**config.mk**
```make
export PLATFORM = sky130hd
export DESIGN_NAME = stream_mux_rr_flat
export DESIGN_NICKNAME = d
export VERILOG_FILES = /design/src/rtl/stream_mux_rr_if.sv /design/src/rtl/stream_mux_rr.sv /design/src/flat_wrapper.sv
export SDC_FILE = /design/constraint.sdc
export NUM_CORES = 1
export LEC_CHECK = 0
export CAP_MARGIN = 5
export CORE_ASPECT_RATIO = 0.9
export CORE_UTILIZATION = 45
export DETAILED_ROUTE_END_ITERATION = 6
export GPL_ROUTABILITY_DRIVEN = 0
export GPL_TIMING_DRIVEN = 0
export PLACE_DENSITY = 0.95
export SLEW_MARGIN = 20
export SYNTH_ARGS = -nofsm -noshare
export SYNTH_HDL_FRONTEND = slang
export SYNTH_SLANG_ARGS = --single-unit
```
**constraint.sdc**
```tcl
create_clock -name clk_i -period 3.6 [get_ports clk_i]
set_clock_uncertainty 0.05 [all_clocks]
set_input_delay 0.36 -clock clk_i [delete_from_list [all_inputs] [get_ports clk_i]]
set_output_delay 0.36 -clock clk_i [all_outputs]
set_load 0.01 [all_outputs]
```
**src/rtl/stream_mux_rr_if.sv**
```systemverilog
// Stream bundle between N producer channels, the mux and one consumer.
// Carries per-channel valid/last/data/ready plus the registered output beat.
// Modports: slave = mux side, master = producers/consumer side.
interface stream_mux_rr_if #(
   parameter int N_CH  = 4,
   parameter int WIDTH = 8
);
   localparam int SEL_W = $clog2(N_CH);

   logic [N_CH-1:0]       in_valid_i;
   logic [N_CH-1:0]       in_last_i;
   logic [N_CH*WIDTH-1:0] in_data_i;
   logic [N_CH-1:0]       in_ready_o;
   logic                  out_valid_o;
   logic [WIDTH-1:0]      out_data_o;
   logic                  out_last_o;
   logic [SEL_W-1:0]      out_ch_o;
   logic                  out_ready_i;

   modport slave (
      input  in_valid_i, in_last_i, in_data_i, out_ready_i,
      output in_ready_o, out_valid_o, out_data_o, out_last_o, out_ch_o
   );

   modport master (
      output in_valid_i, in_last_i, in_data_i, out_ready_i,
      input  in_ready_o, out_valid_o, out_data_o, out_last_o, out_ch_o
   );
endinterface

```
**src/rtl/stream_mux_rr.sv**
```systemverilog
// N-channel packet mux, fixed-select or round-robin, grant held until in_last.
// Latency: 1 cycle from accepted input beat to out_valid_o (single output register).
// Backpressure: out_ready_i low with a held beat freezes the output and drops all in_ready.
// Ports: clk_i/rst_i (async active-high), mode_i (0 fixed, 1 round-robin), sel_i,
//        bus (stream_mux_rr_if.slave: inputs, readies, registered output beat), locked_o.
// Optional: define STREAM_MUX_PKT_CNT_EN to add pkt_cnt_o, a saturating count of
//           packets completed at the output.
module stream_mux_rr #(
   parameter int N_CH  = 4,
   parameter int WIDTH = 8,
   localparam int SEL_W = $clog2(N_CH)
) (
   input  logic             clk_i,
   input  logic             rst_i,
   input  logic             mode_i,
   input  logic [SEL_W-1:0] sel_i,
   stream_mux_rr_if.slave   bus,
   output logic             locked_o
`ifdef STREAM_MUX_PKT_CNT_EN
   ,
   output logic [15:0]      pkt_cnt_o
`endif
);

   typedef enum logic {IDLE, LOCK} state_t;

   state_t           state_q, state_d;
   logic [SEL_W-1:0] lock_ch_q, lock_ch_d;
   logic [SEL_W-1:0] ptr_q, ptr_d;
   logic             out_valid_q, out_valid_d;
   logic [WIDTH-1:0] out_data_q, out_data_d;
   logic             out_last_q, out_last_d;
   logic [SEL_W-1:0] out_ch_q, out_ch_d;

   logic             load_en;
   logic             req;
   logic [SEL_W-1:0] g;
   logic             xfer;

   assign load_en = !out_valid_q || bus.out_ready_i;

   // Candidate channel selection
   always_comb begin
      int               j;
      logic [SEL_W-1:0] idx;
      g   = '0;
      req = 1'b0;
      j   = 0;
      idx = '0;
      if (state_q == LOCK) begin
         // Mid-packet: grant stays on the locked channel even if it goes idle.
         g   = lock_ch_q;
         req = 1'b1;
      end else if (!mode_i) begin
         // Out-of-range select (non-power-of-2 N_CH) is simply no request.
         if (int'(sel_i) < N_CH) begin
            g   = sel_i;
            req = bus.in_valid_i[sel_i];
         end
      end else begin
         for (int i = 0; i < N_CH; i++) begin
            j = int'(ptr_q) + i;
            if (j >= N_CH) j = j - N_CH;
            idx = SEL_W'(j);
            if (!req && bus.in_valid_i[idx]) begin
               req = 1'b1;
               g   = idx;
            end
         end
      end
   end

   // Ready is gated by reset so nothing is handed over while the block is held.
   always_comb begin
      bus.in_ready_o = '0;
      if (load_en && req && !rst_i) bus.in_ready_o[g] = 1'b1;
   end

   assign xfer = load_en && req && !rst_i && bus.in_valid_i[g];

   always_comb begin
      state_d     = state_q;
      lock_ch_d   = lock_ch_q;
      ptr_d       = ptr_q;
      out_valid_d = out_valid_q;
      out_data_d  = out_data_q;
      out_last_d  = out_last_q;
      out_ch_d    = out_ch_q;
      if (load_en) begin
         out_valid_d = xfer;
         if (xfer) begin
            out_data_d = bus.in_data_i[int'(g)*WIDTH +: WIDTH];
            out_last_d = bus.in_last_i[g];
            out_ch_d   = g;
         end
      end
      if (xfer) begin
         if (bus.in_last_i[g]) begin
            state_d = IDLE;
            // Pointer moves in both modes so round-robin resumes after the last server.
            ptr_d   = (int'(g) == N_CH - 1) ? '0 : g + SEL_W'(1);
         end else begin
            state_d   = LOCK;
            lock_ch_d = g;
         end
      end
   end

   always_ff @(posedge clk_i or posedge rst_i) begin
      if (rst_i) begin
         state_q     <= IDLE;
         lock_ch_q   <= '0;
         ptr_q       <= '0;
         out_valid_q <= 1'b0;
         out_data_q  <= '0;
         out_last_q  <= 1'b0;
         out_ch_q    <= '0;
      end else begin
         state_q     <= state_d;
         lock_ch_q   <= lock_ch_d;
         ptr_q       <= ptr_d;
         out_valid_q <= out_valid_d;
         out_data_q  <= out_data_d;
         out_last_q  <= out_last_d;
         out_ch_q    <= out_ch_d;
      end
   end

   assign bus.out_valid_o = out_valid_q;
   assign bus.out_data_o  = out_data_q;
   assign bus.out_last_o  = out_last_q;
   assign bus.out_ch_o    = out_ch_q;
   assign locked_o        = (state_q == LOCK);

`ifdef STREAM_MUX_PKT_CNT_EN
   logic [15:0] pkt_cnt_q, pkt_cnt_d;

   always_comb begin
      pkt_cnt_d = pkt_cnt_q;
      if (out_valid_q && bus.out_ready_i && out_last_q && (pkt_cnt_q != 16'hFFFF))
         pkt_cnt_d = pkt_cnt_q + 16'd1;
   end

   always_ff @(posedge clk_i or posedge rst_i) begin
      if (rst_i) pkt_cnt_q <= '0;
      else       pkt_cnt_q <= pkt_cnt_d;
   end

   assign pkt_cnt_o = pkt_cnt_q;
`endif

endmodule

```
**src/flat_wrapper.sv**
```systemverilog
// flat-port wrapper written by rule: the top's interface ports become plain ports
module stream_mux_rr_flat 
#(
   parameter int N_CH  = 4,
   parameter int WIDTH = 8,
   localparam int SEL_W = $clog2(N_CH)
)
  (clk_i, rst_i, mode_i, sel_i, locked_o, bus_in_valid_i, bus_in_last_i, bus_in_data_i, bus_out_ready_i, bus_in_ready_o, bus_out_valid_o, bus_out_data_o, bus_out_last_o, bus_out_ch_o);
  stream_mux_rr_if #(.N_CH(N_CH), .WIDTH(WIDTH)) bus_i ();
  input  logic clk_i;
  input  logic rst_i;
  input  logic mode_i;
  input  logic [SEL_W-1:0] sel_i;
  output logic locked_o;
  input wire logic [$bits(bus_i.in_valid_i)-1:0] bus_in_valid_i;
  input wire logic [$bits(bus_i.in_last_i)-1:0] bus_in_last_i;
  input wire logic [$bits(bus_i.in_data_i)-1:0] bus_in_data_i;
  input wire logic [$bits(bus_i.out_ready_i)-1:0] bus_out_ready_i;
  output wire logic [$bits(bus_i.in_ready_o)-1:0] bus_in_ready_o;
  output wire logic [$bits(bus_i.out_valid_o)-1:0] bus_out_valid_o;
  output wire logic [$bits(bus_i.out_data_o)-1:0] bus_out_data_o;
  output wire logic [$bits(bus_i.out_last_o)-1:0] bus_out_last_o;
  output wire logic [$bits(bus_i.out_ch_o)-1:0] bus_out_ch_o;
  assign bus_i.in_valid_i = bus_in_valid_i;
  assign bus_i.in_last_i = bus_in_last_i;
  assign bus_i.in_data_i = bus_in_data_i;
  assign bus_i.out_ready_i = bus_out_ready_i;
  assign bus_in_ready_o = bus_i.in_ready_o;
  assign bus_out_valid_o = bus_i.out_valid_o;
  assign bus_out_data_o = bus_i.out_data_o;
  assign bus_out_last_o = bus_i.out_last_o;
  assign bus_out_ch_o = bus_i.out_ch_o;
  stream_mux_rr #(.N_CH(N_CH), .WIDTH(WIDTH)) u_core (.clk_i(clk_i), .rst_i(rst_i), .mode_i(mode_i), .sel_i(sel_i), .bus(bus_i), .locked_o(locked_o));
endmodule
```
==> key figures <==
Floorplan
  – Total core area: 2860 sq um
  – Die ar.: 3340 sq um
  – Die width: 60.8 microns
  – Rows: 18
  – Die Ht: 54.9 microns
  – Initial Util: 49.0%
  – Num ports: 63

STA
  – Slew HR: 57.8%
  – Fmax: 300 MHz
  – Final-report hold violation count: 0
  – Hold_ws: 438 ps
  – Final setup violation count: 0
  – Max-slew violation count: 0
  – Tcrit/Tclk final: 92.7%
  – Fin crit period: 3340 ps
  – RSZ-0062 raised after global routing: false
  – Worst-Margin Slew: 633 ps
  – Setup TNS: 0 ps
  – Setup ws final: 264 ps

Worst setup path
  – Data required, critical path: 3190 ps
  – FF-to-FF End: u_core.ptr_q[1]$_DFFE_PP0P_
  – Crit. End Element: output port
  – Cell count of the worst reg-to-reg path: 6
  – Reg-to-reg setup timing slack: 1050 ps
  – Crit Path Category: in -> out
  – Reg-to-reg critical path startpoint: u_core.locked_o$_DFFE_PP0P_
  – Crit Path Max Fanout: 11
  – CP startpoint kind: primary input
  – Arr. time, crit path: 2930 ps

Global routing
  – Initial antenna violation count: 0
  – Grt ovf: 0
  – Largest net degree at the start of global routing: 18
  – Met3 Usage GRT: 4.19%
  – Gr usage total: 23.1%
  – First-pass GRT wire length: 5610 microns
  – Routing usage on met2: 40.3%
  – Vias in the first global route: 1212
  – GR peak layer: met2
  – Met1 GRT Util: 31.2%

Placement
  – Pre-CTS setup slack: 271 ps
  – Cell Area, Placed: 2070 sq um
  – Placed cell count: 234
  – I/O Buffers: 62
  – HPWL Detailed: 2960 microns

Cells and area
  – Fraction of layout cells with a size suffix above 1: 12.6%
  – Final std cells w/o fill: 238
  – Antenna cells: 0
  – Commonest non-fill, non-tap cells in the layout: clkdlybuf4s50_1 (62), mux2i_1 (26), dfrtp_1 (17)
  – Synthesis-to-layout area growth: 49.7%
  – Finished Cell Area: 2100 sq um
  – Fill count: 202
  – Sequential Area: 425 sq um
  – Final nets: 247
  – Util after Layout: 73.4%
  – Most common cell after layout, fill and taps aside: clkdlybuf4s50_1
  – Multi-input logic area: 896 sq um

Synthesis
  – Seq/Total Area, Yosys: 30.4%
  – Async S/R FF share, synth: 100%
  – Post-Syn Area: 1400 sq um
  – Syn nets: 180
  – Synth Flop Type: dfrtp_1
  – Ys Warns: 0
  – Mean Syn Cell Area: 10.6 sq um
  – Number of flops mapped to enable cells by yosys: 0
  – Yosys cell types: 43
  – Synthesis-stage register bit count: 17
  – Syn Inst Count: 132

Power
  – Switching pwr: 612 uW
  – P_int: 926 uW
  – Flop pwr share: 23.7%
  – Gate power share: 69.6%
  – Clock share of power: 6.6%
  – VDD IR max: 0.000487 V
  – Overall Power: 1.54 mW
  – Power per cell area: 733 nW/um^2
  – Switching share of power: 39.8%
  – Leak pwr: 0.926 nW

Clocking
  – Hold buffers post-CTS: 0
  – PostCTS Resize Cnt: 0
  – Clock Path Buffers: 2
  – Post-CTS setup buffer count: 0
  – Root buf cell: clkbuf_4
  – Worst-skew pair later-pin latency: 290 ps
  – CTS Buf Count: 3
  – H-tree depth: 1
  – Clock Sinks: 17
  – Worst-path clk slew: 100 ps
  – CTS tree: yes

Run status
  – Outcome: completed

Detailed routing
  – Post-Route WL: 3770 microns
  – ANT nets after route: 0
  – Starting DRT DRC Count: 46
  – Vias/cell: 5.45
  – Vias after detailed routing: 1296
  – Pre-Repair DR Iteration Count: 4
  – WL/cell: 15.8 microns
  – DR DRC count: 0

Min path
  – HP Class: in -> async

Job
  – # Max-Cap Violations: 0
## routing by layer
metal  share of wire [%]  vias up  wire length (microns)
met5                   0        -                      0
met4                   0        0                      0
met3                 5.6        0                    210
met2                  53       54                   1990
met1                  42      620                   1570
li1                    -      622                      -
## cells by family (layout without fill, tap and decap cells)
| kind of cell | count (synthesis) | after routing | synth area share [%] |
|---|---|---|---|
| flops | 17 | 17 | 30.4 |
| simple gates | 30 | 30 | 11.7 |
| mux | 40 | 40 | 32.5 |
| fa+ha+maj | 2 | 2 | 1.79 |
| buf+inv | 13 | 79 | 5.71 |
| compound gates | 30 | 30 | 17.9 |
## registers in the layout (all words and copies together), names as in the netlist
name                    count
u_core.ptr_q                2
u_core.bus.out_data_o       8
u_core.bus.out_valid_o      1
u_core.locked_o             1
u_core.bus.out_ch_o         2
u_core.bus.out_last_o       1
u_core.lock_ch_q            2
## cell type report
type | count | share of cell area (%)
multi-input cells | 102 | 42.7
repair buffers | 62 | 29.6
flip-flops and latches | 17 | 20.3
plain buffers | 6 | 2.56
well taps | 40 | 2.39
clock buffers | 4 | 1.25
inverters | 7 | 1.25
## worst max-delay path: stages
cell and delay, ps:
clkdlybuf4s50_1 620, nand2b_1 120, o211a_1 240, o21ai_1 280
and2_1 190, buf_6 110, buf_6 160, ha_1 160
and2_1 140, clkdlybuf4s50_1 540
## worst max path at each step
stage | end | startpoint
2_1_floorplan | u_core.bus.out_ch_o[1]$_DFFE_PP0P_ | u_core.locked_o$_DFFE_PP0P_
3_3_place_gp | bus_in_ready_o[3] | bus_in_valid_i[0]
3_5_place_dp | bus_in_ready_o[0] | bus_in_valid_i[0]
4_1_cts | bus_in_ready_o[0] | bus_in_valid_i[0]
5_1_grt | bus_in_ready_o[0] | bus_in_valid_i[0]
6_report | bus_in_ready_o[3] | bus_in_valid_i[2]
## power by group through the flow
stage          sequential [mW]  combinational, mW  clock, mW
6_report                 0.365               1.07      0.102
4_1_cts                  0.362               1.07      0.105
2_1_floorplan            0.386              0.687          0
3_5_place_dp             0.366               1.07          0
3_3_place_gp             0.360               1.03          0
5_1_grt                  0.377               1.15      0.113
## synth_stat cells (all sizes together) (2+ instances only)
master / n / area, sq um
nand2: 6 / 22.5
and2: 4 / 25.0
mux2: 13 / 173
o211a: 2 / 20.0
buf: 5 / 50.0
o211ai: 2 / 15.0
dfrtp: 17 / 425
nand2b: 7 / 43.8
o21ai: 4 / 23.8
mux2i: 26 / 260
o221ai: 2 / 17.5
a21oi: 5 / 25.0
nor2b: 3 / 18.8
a21o: 2 / 15.0
inv: 7 / 26.3
nor2: 6 / 25.0
ha: 2 / 25.0
No activity file was read; power rests on OpenSTA's default activity.
